## src/rtl/counter_ctrl_pkg.sv

```systemverilog
// Shared definitions for the BCD counter gate controller.
// Contents:
//   state_e               - controller FSM states
//   SETTLE_CYCLES_DEFAULT - default wait between gate close and result latch
//   SETTLE_W              - width of the settle down-counter (covers 1..15)
//   BCD_NINE              - largest legal BCD digit value
//   msd_wrapped()         - detects a 9 -> 0 transition of one BCD digit
package counter_ctrl_pkg;

  typedef enum logic [2:0] {
    ST_IDLE   = 3'd0,
    ST_CLEAR  = 3'd1,
    ST_GATE   = 3'd2,
    ST_SETTLE = 3'd3,
    ST_LATCH  = 3'd4
  } state_e;

  localparam int SETTLE_CYCLES_DEFAULT = 2;
  localparam int SETTLE_W              = 4;
  localparam logic [3:0] BCD_NINE      = 4'd9;

  // A digit that was 9 on the previous sample and is 0 now has rolled over.
  function automatic logic msd_wrapped(input logic [3:0] prev, input logic [3:0] cur);
    return (prev == BCD_NINE) && (cur == 4'd0);
  endfunction

endpackage

```

## src/rtl/counter_gate_ctrl_gate_timer.sv

```systemverilog
// gate_timer: loadable down-counter that times the counting gate.
// Ports:
//   clk_i      - clock, rising edge
//   rst_ni     - asynchronous active-low reset (already synchronized upstream)
//   load_i     - load load_val_i on the next edge (wins over dec_i)
//   load_val_i - value to load
//   dec_i      - decrement by one on the next edge; holds at zero
//   zero_o     - high while the counter reads zero
module gate_timer #(
  parameter int W = 10
) (
  input  logic         clk_i,
  input  logic         rst_ni,
  input  logic         load_i,
  input  logic [W-1:0] load_val_i,
  input  logic         dec_i,
  output logic         zero_o
);

  logic [W-1:0] cnt_q;
  logic [W-1:0] cnt_d;

  always_comb begin
    cnt_d = cnt_q;
    if (load_i) begin
      cnt_d = load_val_i;
    end else if (dec_i && (cnt_q != '0)) begin
      cnt_d = cnt_q - W'(1);
    end
  end

  always_ff @(posedge clk_i or negedge rst_ni) begin
    if (!rst_ni) begin
      cnt_q <= '0;
    end else begin
      cnt_q <= cnt_d;
    end
  end

  assign zero_o = (cnt_q == '0);

endmodule

```

## src/rtl/counter_gate_ctrl.sv

```systemverilog
// counter_gate_ctrl: sequences clear / gate / settle / latch for an external
// NDIGIT BCD counter and latches its value as a measurement result.
// Ports:
//   clk      - clock, all logic on the rising edge
//   rst      - active-low reset, asserts asynchronously, released synchronously
//   start    - begin a measurement (only looked at while idle)
//   abort    - drop any measurement in progress, highest priority
//   cont     - re-arm automatically after each result
//   cnt_bcd  - live counter value, digit 0 in [3:0]
//   cnt_clr  - synchronous clear to the counter
//   cnt_en   - count enable to the counter
//   result   - latched counter value
//   overflow - latched with result: counter wrapped during the measurement
//   done     - one-cycle pulse, result/overflow valid from this cycle
//   busy     - high whenever not idle
module counter_gate_ctrl
  import counter_ctrl_pkg::*;
#(
  parameter int NDIGIT        = 4,
  parameter int GATE_CYCLES   = 1000,
  parameter int SETTLE_CYCLES = SETTLE_CYCLES_DEFAULT
) (
  input  logic                clk,
  input  logic                rst,
  input  logic                start,
  input  logic                abort,
  input  logic                cont,
  input  logic [NDIGIT*4-1:0] cnt_bcd,
  output logic                cnt_clr,
  output logic                cnt_en,
  output logic [NDIGIT*4-1:0] result,
  output logic                overflow,
  output logic                done,
  output logic                busy
);

  localparam int TW = $clog2(GATE_CYCLES + 1);
  localparam logic [TW-1:0]       GATE_LOAD   = TW'(GATE_CYCLES - 1);
  localparam logic [SETTLE_W-1:0] SETTLE_LOAD = SETTLE_W'(SETTLE_CYCLES - 1);

  // Reset: assertion propagates through the async clear of both flops at
  // once, so every register below (and cnt_en) drops without a clock edge;
  // release reaches the logic two edges later.
  logic [1:0] rst_sync_q;
  logic       rst_n_int;

  always_ff @(posedge clk or negedge rst) begin
    if (!rst) begin
      rst_sync_q <= 2'b00;
    end else begin
      rst_sync_q <= {rst_sync_q[0], 1'b1};
    end
  end

  assign rst_n_int = rst_sync_q[1];

  state_e state_q;
  state_e state_d;
  logic   gate_zero;

  gate_timer #(
    .W (TW)
  ) u_gate_timer (
    .clk_i      (clk),
    .rst_ni     (rst_n_int),
    .load_i     (state_q == ST_CLEAR),
    .load_val_i (GATE_LOAD),
    .dec_i      (state_q == ST_GATE),
    .zero_o     (gate_zero)
  );

  // FSM state register
  always_ff @(posedge clk or negedge rst_n_int) begin
    if (!rst_n_int) begin
      state_q <= ST_IDLE;
    end else begin
      state_q <= state_d;
    end
  end

  logic [SETTLE_W-1:0] settle_q;
  logic [SETTLE_W-1:0] settle_d;

  // FSM next state; abort overrides every other transition.
  always_comb begin
    state_d = state_q;
    case (state_q)
      ST_IDLE:   if (start) state_d = ST_CLEAR;
      ST_CLEAR:  state_d = ST_GATE;
      ST_GATE:   if (gate_zero) state_d = ST_SETTLE;
      ST_SETTLE: if (settle_q == '0) state_d = ST_LATCH;
      ST_LATCH:  state_d = cont ? ST_CLEAR : ST_IDLE;
      default:   state_d = ST_IDLE;
    endcase
    if (abort) begin
      state_d = ST_IDLE;
    end
  end

  // FSM outputs, decoded from state only
  always_comb begin
    cnt_clr = (state_q == ST_CLEAR);
    cnt_en  = (state_q == ST_GATE);
    busy    = (state_q != ST_IDLE);
  end

  // Datapath: settle timer, wrap detection, result latch
  logic [3:0]          msd;
  logic [3:0]          msd_prev_q;
  logic [3:0]          msd_prev_d;
  logic                ovf_q;
  logic                ovf_d;
  logic [NDIGIT*4-1:0] result_q;
  logic [NDIGIT*4-1:0] result_d;
  logic                overflow_q;
  logic                overflow_d;
  logic                done_q;
  logic                done_d;
  logic                latch_fire;

  assign msd        = cnt_bcd[NDIGIT*4-1 -: 4];
  assign latch_fire = (state_q == ST_LATCH) && !abort;

  always_comb begin
    settle_d = settle_q;
    if (state_q == ST_GATE) begin
      settle_d = SETTLE_LOAD;
    end else if ((state_q == ST_SETTLE) && (settle_q != '0)) begin
      settle_d = settle_q - 4'd1;
    end

    // The counter is cleared on the CLEAR edge, so the previous-sample copy is
    // zeroed at the same time; otherwise a stale 9 from the last result would
    // look like a wrap on the first gate cycle.
    msd_prev_d = (state_q == ST_CLEAR) ? 4'd0 : msd;

    ovf_d = ovf_q;
    if (state_q == ST_CLEAR) begin
      ovf_d = 1'b0;
    end else if (((state_q == ST_GATE) || (state_q == ST_SETTLE)) &&
                 msd_wrapped(msd_prev_q, msd)) begin
      ovf_d = 1'b1;
    end

    result_d   = latch_fire ? cnt_bcd : result_q;
    overflow_d = latch_fire ? ovf_q   : overflow_q;
    done_d     = latch_fire;
  end

  always_ff @(posedge clk or negedge rst_n_int) begin
    if (!rst_n_int) begin
      settle_q   <= '0;
      msd_prev_q <= '0;
      ovf_q      <= 1'b0;
      result_q   <= '0;
      overflow_q <= 1'b0;
      done_q     <= 1'b0;
    end else begin
      settle_q   <= settle_d;
      msd_prev_q <= msd_prev_d;
      ovf_q      <= ovf_d;
      result_q   <= result_d;
      overflow_q <= overflow_d;
      done_q     <= done_d;
    end
  end

  assign result   = result_q;
  assign overflow = overflow_q;
  assign done     = done_q;

endmodule

```

## config.mk

```make
export PLATFORM = sky130hd
export DESIGN_NAME = counter_gate_ctrl
export DESIGN_NICKNAME = d
export VERILOG_FILES = /design/src/rtl/counter_ctrl_pkg.sv /design/src/rtl/counter_gate_ctrl_gate_timer.sv /design/src/rtl/counter_gate_ctrl.sv
export SDC_FILE = /design/constraint.sdc
export NUM_CORES = 1
export LEC_CHECK = 0
export ABC_AREA = 1
export BUFFER_PORTS_ARGS = -buffer_cell sky130_fd_sc_hd__clkbuf_2
export CAP_MARGIN = 20
export CORE_ASPECT_RATIO = 1.25
export CORE_MARGIN = 2
export CORE_UTILIZATION = 48
export CTS_CLUSTER_DIAMETER = 150
export DETAILED_ROUTE_END_ITERATION = 6
export HOLD_SLACK_MARGIN = 0.03
export PLACE_DENSITY = 0.74
export SLEW_MARGIN = 15
export SYNTH_ARGS = -nofsm -noshare
export SYNTH_HDL_FRONTEND = slang
export SYNTH_SLANG_ARGS = --single-unit
```

## constraint.sdc

```tcl
create_clock -name clk -period 1.3 [get_ports clk]
set_input_delay 0.195 -clock clk [delete_from_list [all_inputs] [get_ports clk]]
set_output_delay 0.195 -clock clk [all_outputs]
set_load 0.03 [all_outputs]
```

* After elaboration in Yosys (flattened, before gate mapping) *
Index checks and enable logic that the tools add are counted.

storage, ports and cells
  register bits after elaboration = 42
  bits in latches = 0
  RAM bits = 0
  memory bits (read-only) = 0
  input port bits = 21
  output and inout port bits = 21
  logic and storage cells = 50
  memories = 0

cells by class
  $add $sub $neg = 2
  $mul = 0
  div/mod/pow operators = 0
  magnitude comparators = 0
  equality and inequality tests = 8
  shift-type cells = 0
  muxes and demuxes = 13
  bitwise logic cells = 0
  reduce and logical (&&, ||, !) cells = 18

operators with widths
  operator                                             number
  2-to-1 mux 10 bit                                    2
  one-hot mux 3 bit (5 select lines)                   1
  2-to-1 mux 3 bit                                     4
  2-to-1 mux 4 bit                                     3
  logical NOT 10 bit                                   1
  nonzero test 10 bit                                  1
  subtractor 10 x 1 -> 10 bit, second input constant   1
  inequality test 3 bit, second input constant         3
  logical NOT 4 bit                                    2
  equality test 3 x 2 -> 1 bit, second input constant  2
  nonzero test 2 bit                                   3
  logical AND 1 bit                                    5
  equality test 4 bit, second input constant           1
  nonzero test 4 bit                                   1
  subtractor 4 x 1 -> 4 bit, second input constant     1
  equality test 3 x 1 -> 1 bit, second input constant  1
  equality test 3 bit, second input constant           1
  logical NOT 3 bit                                    1
  2-to-1 mux 1 bit                                     3
  AND reduction 3 bit                                  1
  nonzero test 3 bit                                   1
  logical NOT 1 bit                                    1
  logical OR 1 bit                                     1

* Longest topological paths before layout *
Gate-level depths: netlist of the first run.

  depth in word-level cells = 5
  depth in mapped cells = 9
  gate-level depth less buffers = 9

* Modules after synthesis *
Synthesis of the first run repeated with hierarchy kept, for this count alone.

unflattened totals
  cell total of the unflattened synthesis = 276
  area, all modules = 2145.8 um^2

modules (own cells, without submodules)
  module             times used  cells each  area an instance (um^2)  sequential area each (um^2)
  counter_gate_ctrl  1           158         1387.6                   800.8
  gate_timer         1           118         758.2                    250.2

* Worst setup path before layout of the first run *
OpenSTA, ideal clock, no wires.

  kind = flip-flop to flip-flop
  start = register state_q[2]
  end = register state_q[0]
  setup time = 0.118 ns
  arrival time = 1.350 ns
  required time = 1.182 ns
  setup slack = -0.168 ns
  stages on the path, launching flop included = 8
  buffers on the path = 0
  clock period less this slack = 1.468 ns
  cell sequence = dfrtp_1 inv_2 nand3_1 or2_2 nand2_1 inv_1 nand3_1 nand2_1

on the way
  word-level cells in the longest chain between the ends = 3
  elaborated cells on any way between the ends = 11
  classes of those cells = eq/ne: 7; mux: 2; reduce/logical: 2

ends and longest elaborated chain
  element                                                                      RTL line                 RTL
  start, declared                                                              counter_gate_ctrl.sv:57  state_e state_q;
  start signal, assigned                                                       counter_gate_ctrl.sv:77  state_q <= state_d;
  equality test 3 bit, or another cell as far along                            counter_gate_ctrl.sv:87  case (state_q)
  one-hot mux 3 bit (5 select lines) or inequality test 3 bit (tied branches)  -
  2-to-1 mux 3 bit or AND reduction 3 bit (tied branches)                      -

Parallel ways exist; a longest one is shown, timed or not.
A chain may end at the register's enable or synchronous reset.

* Worst setup path in the final report of the first run *
  start = register u_gate_timer.cnt_q[4]
  end = register state_q[2]

on the way
  word-level cells in the longest chain between the ends = 3

ends and longest elaborated chain
  element                          RTL line                            RTL
  start, declared                  counter_gate_ctrl_gate_timer.sv:20  logic [W-1:0] cnt_q;
  start signal, assigned           counter_gate_ctrl_gate_timer.sv:36  cnt_q <= cnt_d;
  logical NOT 10 bit               counter_gate_ctrl_gate_timer.sv:40  assign zero_o = (cnt_q == '0);
  inequality test 3 bit (no line)  -
  AND reduction 3 bit (no line)    -

No other way between the ends.

==> results of run 1 <==
power breakdown:
part           internal, mW  total, mW  switching [mW]
combinational          1.73       3.97            2.25
sequential             1.68       1.94           0.257
clock                 0.573       1.01           0.436
total                  3.98       6.92            2.94
tightest hold or removal path, cell delays in order:
cell      delay [ns]
clkbuf_2        0.08
nand2_1         0.04
nand2_1         0.05
cell families (layout without fill, tap and decap cells):
logic type	Yosys count	after routing
simple gates	157	157
buf+inv	34	125
fa+ha+maj	3	3
xor+xnor	2	2
compound gates	11	11
flops	42	42
other cells	1	1
final timing paths:
path,endpoint,slack (ns),startpoint,depth (start not counted)
max,state_q[2],-0.11,u_gate_timer.cnt_q[4],8
min,result[2],0.10,cnt_bcd[2],3
max reg2reg,state_q[2],-0.11,u_gate_timer.cnt_q[4],8
min reg2reg,state_q[1],0.24,rst_sync_q[1],1
max in group asynchronous,state_q[2],0.84,rst_sync_q[1],1
min in group asynchronous,state_q[1],0.24,rst_sync_q[1],1
layout make-up:
cell class / instances / area, um2 / area share [%]
Tap cell: 56 / 70.1 / 2.28
Multi-Input combinational cell: 174 / 1030 / 33.5
Clock buffer: 6 / 72.6 / 2.36
Inverter: 29 / 124 / 4.03
Timing Repair inverter: 1 / 6.26 / 0.204
Clock inverter: 2 / 37.5 / 1.22
Timing Repair Buffer: 87 / 681 / 22.1
Sequential cell: 42 / 1050 / 34.3
sequential cells by signal, indices dropped and copies added (netlist names):
register and count:
u_gate_timer.cnt_q 10, rst_sync_q 2, overflow 1, msd_prev_q 4
state_q 3, ovf_q 1, settle_q 4, done 1
result 16
per-layer routing:
| metal | routed length, um | GRT usage, % | share of wire [%] | vias up |
|---|---|---|---|---|
| met5 | 0 | 0 | 0 | - |
| li1 | - | - | - | 967 |
| met2 | 3090 | 34.7 | 56 | 61 |
| met3 | 214 | 4.07 | 3.9 | 6 |
| met1 | 2180 | 21.9 | 39 | 969 |
| met4 | 54 | 6.17 | 0.97 | 0 |
cell usage in the layout, fill, tap and decap left out, types with 2 or more instances in the layout:
cell type	instances
buf_12	2
buf_4	29
buf_6	11
buf_8	4
clkbuf_2	38
clkbuf_8	6
dfrtp_1	40
dfrtp_2	2
ha_1	2
inv_1	14
inv_2	11
inv_4	4
nand2_1	82
nand2_2	11
nand2_4	5
nand2_8	2
nand3_1	19
nand3_2	11
nand3_4	2
nand4_1	2
nor2_1	8
nor2_2	2
nor2_4	5
nor3_1	3
nor3_4	2
o21ai_0	5
o21ai_1	3
xor2_1	2
timing repair:
item / 4_1_cts / 5_1_grt
buffers inserted: 6 / 8
cloned: 0 / 2
resized for setup: 32 / 67
pin swaps: 5 / 22
hold buffers: 1 / 0
hold endpoints to repair: 2 / 0
endpoints found under the setup margin: 18 / 37
==> reports/results.ini, run 1 <==
[outcome]
outcome=finished, violations left
violations=setup timing

[critical_path]
cp_cell_sequence=inv_2 > nand2_2 > nor2_4 > nand3_4 > nand2_8 > buf_6 > nand3_2 > nor2_1
critPathBufInv=2
path_delay_family=simple AND/OR/NAND/NOR gates
crit_required_ns=1.51
crit_arrival_ns=1.62
crit_path_end_kind=flip-flop
crit_fanout=6
critical_path_class=reg2reg
crit_slowest_cell=dfrtp_1
cp-start-kind=flip-flop
cp_slowest_stage_delay_ns=0.44

[yosys]
synth_cell_types=25
synth_xor_area_share_pct=0.878
synth_top_cells_by_area=dfrtp_1, nand2_1, nand3_1
muxShareOfSynthArea_pct=0
yosys.area_share.simple_pct=33.7
synth_cells=250
synth_top_area_share_pct=52.7
yosys-top-cells-count=nand2_1, dfrtp_1, nand3_1
yosys.area_share.adder_pct=1.88
syn_nets=274
synth_top_family_by_area=simple AND/OR/NAND/NOR gates
syn_area_um2=2000
ys_seq_area_share_pct=52.7
yosys_warnings=0
ys_ff_latch=42
synth_edf_count=0
synth_compound_area_share_pct=2.95
async_flop_share_pct=100
synth_area_per_cell_um2=7.98
yosys.area.top_type=dfrtp_1
synth_most_common_cell=nand2_1
synthFlopType=dfrtp_1

[global_routing]
grt_pass1_wl_mm=7.04
grt_overflow=0
first_global_vias=1706
track_usage_pct=19.4
antenna_found_initial=0
grt_start_max_net_pins=41

[detailed_routing]
routed_wl_mm=5.54
drt-pass1-iter-count=4
vias_per_cell=5.05
drtIter0Drc=92
drc=0
drt-wirelength-per-cell_um=14.0
detail-route-antenna-nets=0
vias=2003

[hold_path]
hp-class=in2reg

[floorplan]
die_y_um=76.1
rows=26
start_util_pct=49.5
die_area_um2=4690
core_area_um2=4030
die_x_um=61.7
io_pins=42

[clocking]
cts_num_sinks=42
htreeDepth=2
cts_root_buf=clkbuf_8
cts.reportedPaths.clkPinSlew_ns=0.08
cts_tree=yes
cts_made_buffers=5
clk_path_buf_depth=2
clock_latency_ns=0.29

[pwr]
power_density_nw_per_um2=2250
report.power.total_mw=6.92
leakagePower_nw=1.67
peakVddDrop_v=0.00131

[timing]
fin_crit_ns=1.41
skew_ns=0.0110
setup_viol=26
whs_ns=0.101
min_period_over_period_pct=108
max_freq_ghz=0.710
tns_ns=-0.713
hold_viol_final=0
rsz0062_at_grt=yes
setup_slack_ns=-0.109
finalMaxSlewViolations=0

[layout]
synthToLayoutAreaGrowth_pct=54.0
nNetsFinal=364
nFillCells=281
stdcell_count=397
diodes=0
finalInstanceArea_um2=3070
drive_gt1_share_pct=45.5
post-route-util_pct=76.2

[place]
pre_cts_ws_ns=-0.0598
dpl_cell_area_um2=2480
dp_cells=372
io_buffers=41
place_congestion=0.821
dp_hpwl_mm=3.08

[run]
drv_cap=0

(Power assumes the default switching activity.)
==> run 2: changes to the inputs <==
Settings changed: SKIP_CTS_REPAIR_TIMING from default to 1.
==> run 2 against run 1 <==
- critical path type unchanged
- the run still ends with setup timing left
- die area did not move
- sequential share of layout area rose by 1.7 points
- total power fell by 6.2%
- first-iteration DRC count fell by 8.7%
- critical path depth fell by 1
- sequential cell count did not move
- combinational power fell by 12%
- register-to-register slack improved by 0.02 ns
- non-clock buffer count fell by 5
==> reports/results.ini, run 2 (synthesis gave the netlist of run 1 again) <==
[pwr]
leakagePower_nw=1.61  ; -3.7%
power_density_nw_per_um2=2220  ; -1.5%
peakVddDrop_v=0.00129  ; -1.8%

[layout]
layout_commonest_cell=nand2_1
nNetsFinal=358  ; -1.6%
synthToLayoutAreaGrowth_pct=46.7
drive_gt1_share_pct=43.6  ; -1.9 points
diodes=0  ; unchanged
post-route-util_pct=72.6  ; -3.6 points
finalInstanceArea_um2=2930  ; -4.8%
nFillCells=302  ; +7.5%
largest_reg_flops=16  ; unchanged
final_cell_mix=nand2_1, dfrtp_1, clkbuf_2
stdcell_count=391  ; -1.5%

[place]
pre_cts_ws_ns=-0.0598  ; unchanged
dp_hpwl_mm=3.08  ; unchanged
place_congestion=0.821  ; unchanged
dp_cells=372  ; unchanged
dpl_cell_area_um2=2480  ; unchanged
io_buffers=41  ; unchanged

[floorplan]
rows=26  ; unchanged
die_area_um2=4690  ; unchanged
core_area_um2=4030  ; unchanged
io_pins=42  ; unchanged
start_util_pct=49.5  ; unchanged
die_y_um=76.1  ; unchanged
die_x_um=61.7  ; unchanged

[global_routing]
grt_overflow=0  ; unchanged
grt_start_max_net_pins=41  ; unchanged
first_global_vias=1653  ; -3.1%
grt_pass1_wl_mm=6.73  ; -4.3%
antenna_found_initial=0  ; unchanged
track_usage_pct=18.7  ; -0.74 points

[run]
drv_cap=0  ; unchanged

[detailed_routing]
routed_wl_mm=4.79  ; -14%
drc=0  ; unchanged
vias_per_cell=4.87  ; -3.4%
detail-route-antenna-nets=0  ; unchanged
vias=1905  ; -4.9%
drt-pass1-iter-count=4  ; unchanged
drtIter0Drc=84  ; -8.7%
drt-wirelength-per-cell_um=12.3  ; -12%

[timing]
hold_viol_final=0  ; unchanged
setup_viol=25  ; -3.8%
fin_crit_ns=1.39  ; -0.0199 ns
max_freq_ghz=0.720  ; +1.4%
skew_ns=0.00950  ; -0.00145 ns
finalMaxSlewViolations=0  ; unchanged
tns_ns=-1.17  ; -0.457 ns
rsz0062_at_grt=yes
setup_slack_ns=-0.0893  ; +0.0199 ns
min_period_over_period_pct=107  ; -1.5 points

[critical_path]
worstSetupStartpoint=state_q[2]
crit_slowest_cell=dfrtp_1
critical_path_class=reg2reg
r2r_start=state_q[2]
crit_path_end_kind=flip-flop
critPathBufInv=4  ; +2
cp-start-kind=flip-flop
cp_slowest_stage_delay_ns=0.44  ; about the same
crit_required_ns=1.54  ; +0.03 ns
path_common_cell=nand2_1
crit_arrival_ns=1.63  ; about the same
path_delay_family=buffers and inverters
cp_cell_sequence=inv_2 > buf_4 > nor3_4 > buf_6 > clkbuf_4 > nand2_1 > nand2_1
crit_fanout=7  ; +1

[outcome]
violations=setup timing
outcome=finished, violations left

[hold_path]
worstHoldStart=cnt_bcd[5]
hp-class=in2reg

[clocking]
clock_latency_ns=0.29  ; about the same
clk_path_buf_depth=2  ; unchanged
cts_num_sinks=42  ; unchanged
cts_root_buf=clkbuf_8
cts.reportedPaths.clkPinSlew_ns=0.08  ; about the same
cts_tree=yes
cts_made_buffers=5  ; unchanged
htreeDepth=2  ; unchanged

[run 2: cell types whose count changed in the layout (fill, tap and decap cells not counted), moves of 2 or more]
cell,delta
nand3_1,+3
buf_6,-4
buf_8,-3
inv_2,+2
inv_1,-3
nand2_4,+3
nand3_2,-3
buf_4,+4
nand2_8,-2
nand2_2,-2
[run 2: path summary, 6_finish.rpt]
check                      slack (ns)  cells past startpoint                     to
max                             -0.09                      7              result[4]
min                              0.10                      3              result[5]
max reg2reg                     -0.09                      7              result[4]
min reg2reg                      0.24                      1              result[2]
max in group asynchronous        0.86                      1  u_gate_timer.cnt_q[3]
min in group asynchronous        0.21                      2          rst_sync_q[0]
[run 2: where the power goes]
group          leakage, nW  switching, mW  internal, mW  total [mW]
combinational         1.02           2.02          1.49        3.51
sequential           0.546          0.287          1.68        1.97
clock               0.0514          0.443         0.573        1.02
[run 2: layout make-up]
type / instances / area, um2 / share of cell area (%)
clock buffers: 6 / 72.6 / 2.48
clock inverters: 2 / 37.5 / 1.28
inverters: 29 / 126 / 4.32
multi-input cells: 174 / 1000 / 34.1
flip-flops and latches: 42 / 1050 / 35.9
well taps: 56 / 70.1 / 2.39
repair buffers: 82 / 569 / 19.4
[run 2: worst register-to-register path, cell delays in order (launching register included)]
cell	delay [ns]
dfrtp_1	0.44
inv_2	0.10
buf_4	0.15
nor3_4	0.21
buf_6	0.14
clkbuf_4	0.17
nand2_1	0.06
nand2_1	0.07
[run 2: metal layers]
layer | track usage [%] | vias up | routed length [um]
met5 | 0 | - | 0
met4 | 6.17 | 0 | 80
met3 | 4.07 | 10 | 183
met2 | 32.5 | 46 | 2560
met1 | 21.8 | 899 | 1970
li1 | - | 950 | -
[run 2: per-stage QoR]
| step | hold WS, ns | power, mW |
|---|---|---|
| 3_3_place_gp | -0.0190 | 4.60 |
| 4_1_cts | -0.336 | 5.67 |
| 5_1_grt | 0.0984 | 6.95 |
| 6_report | 0.100 | 6.49 |
| 3_5_place_dp | -0.0173 | 4.66 |
| 2_1_floorplan | -0.101 | 3.65 |
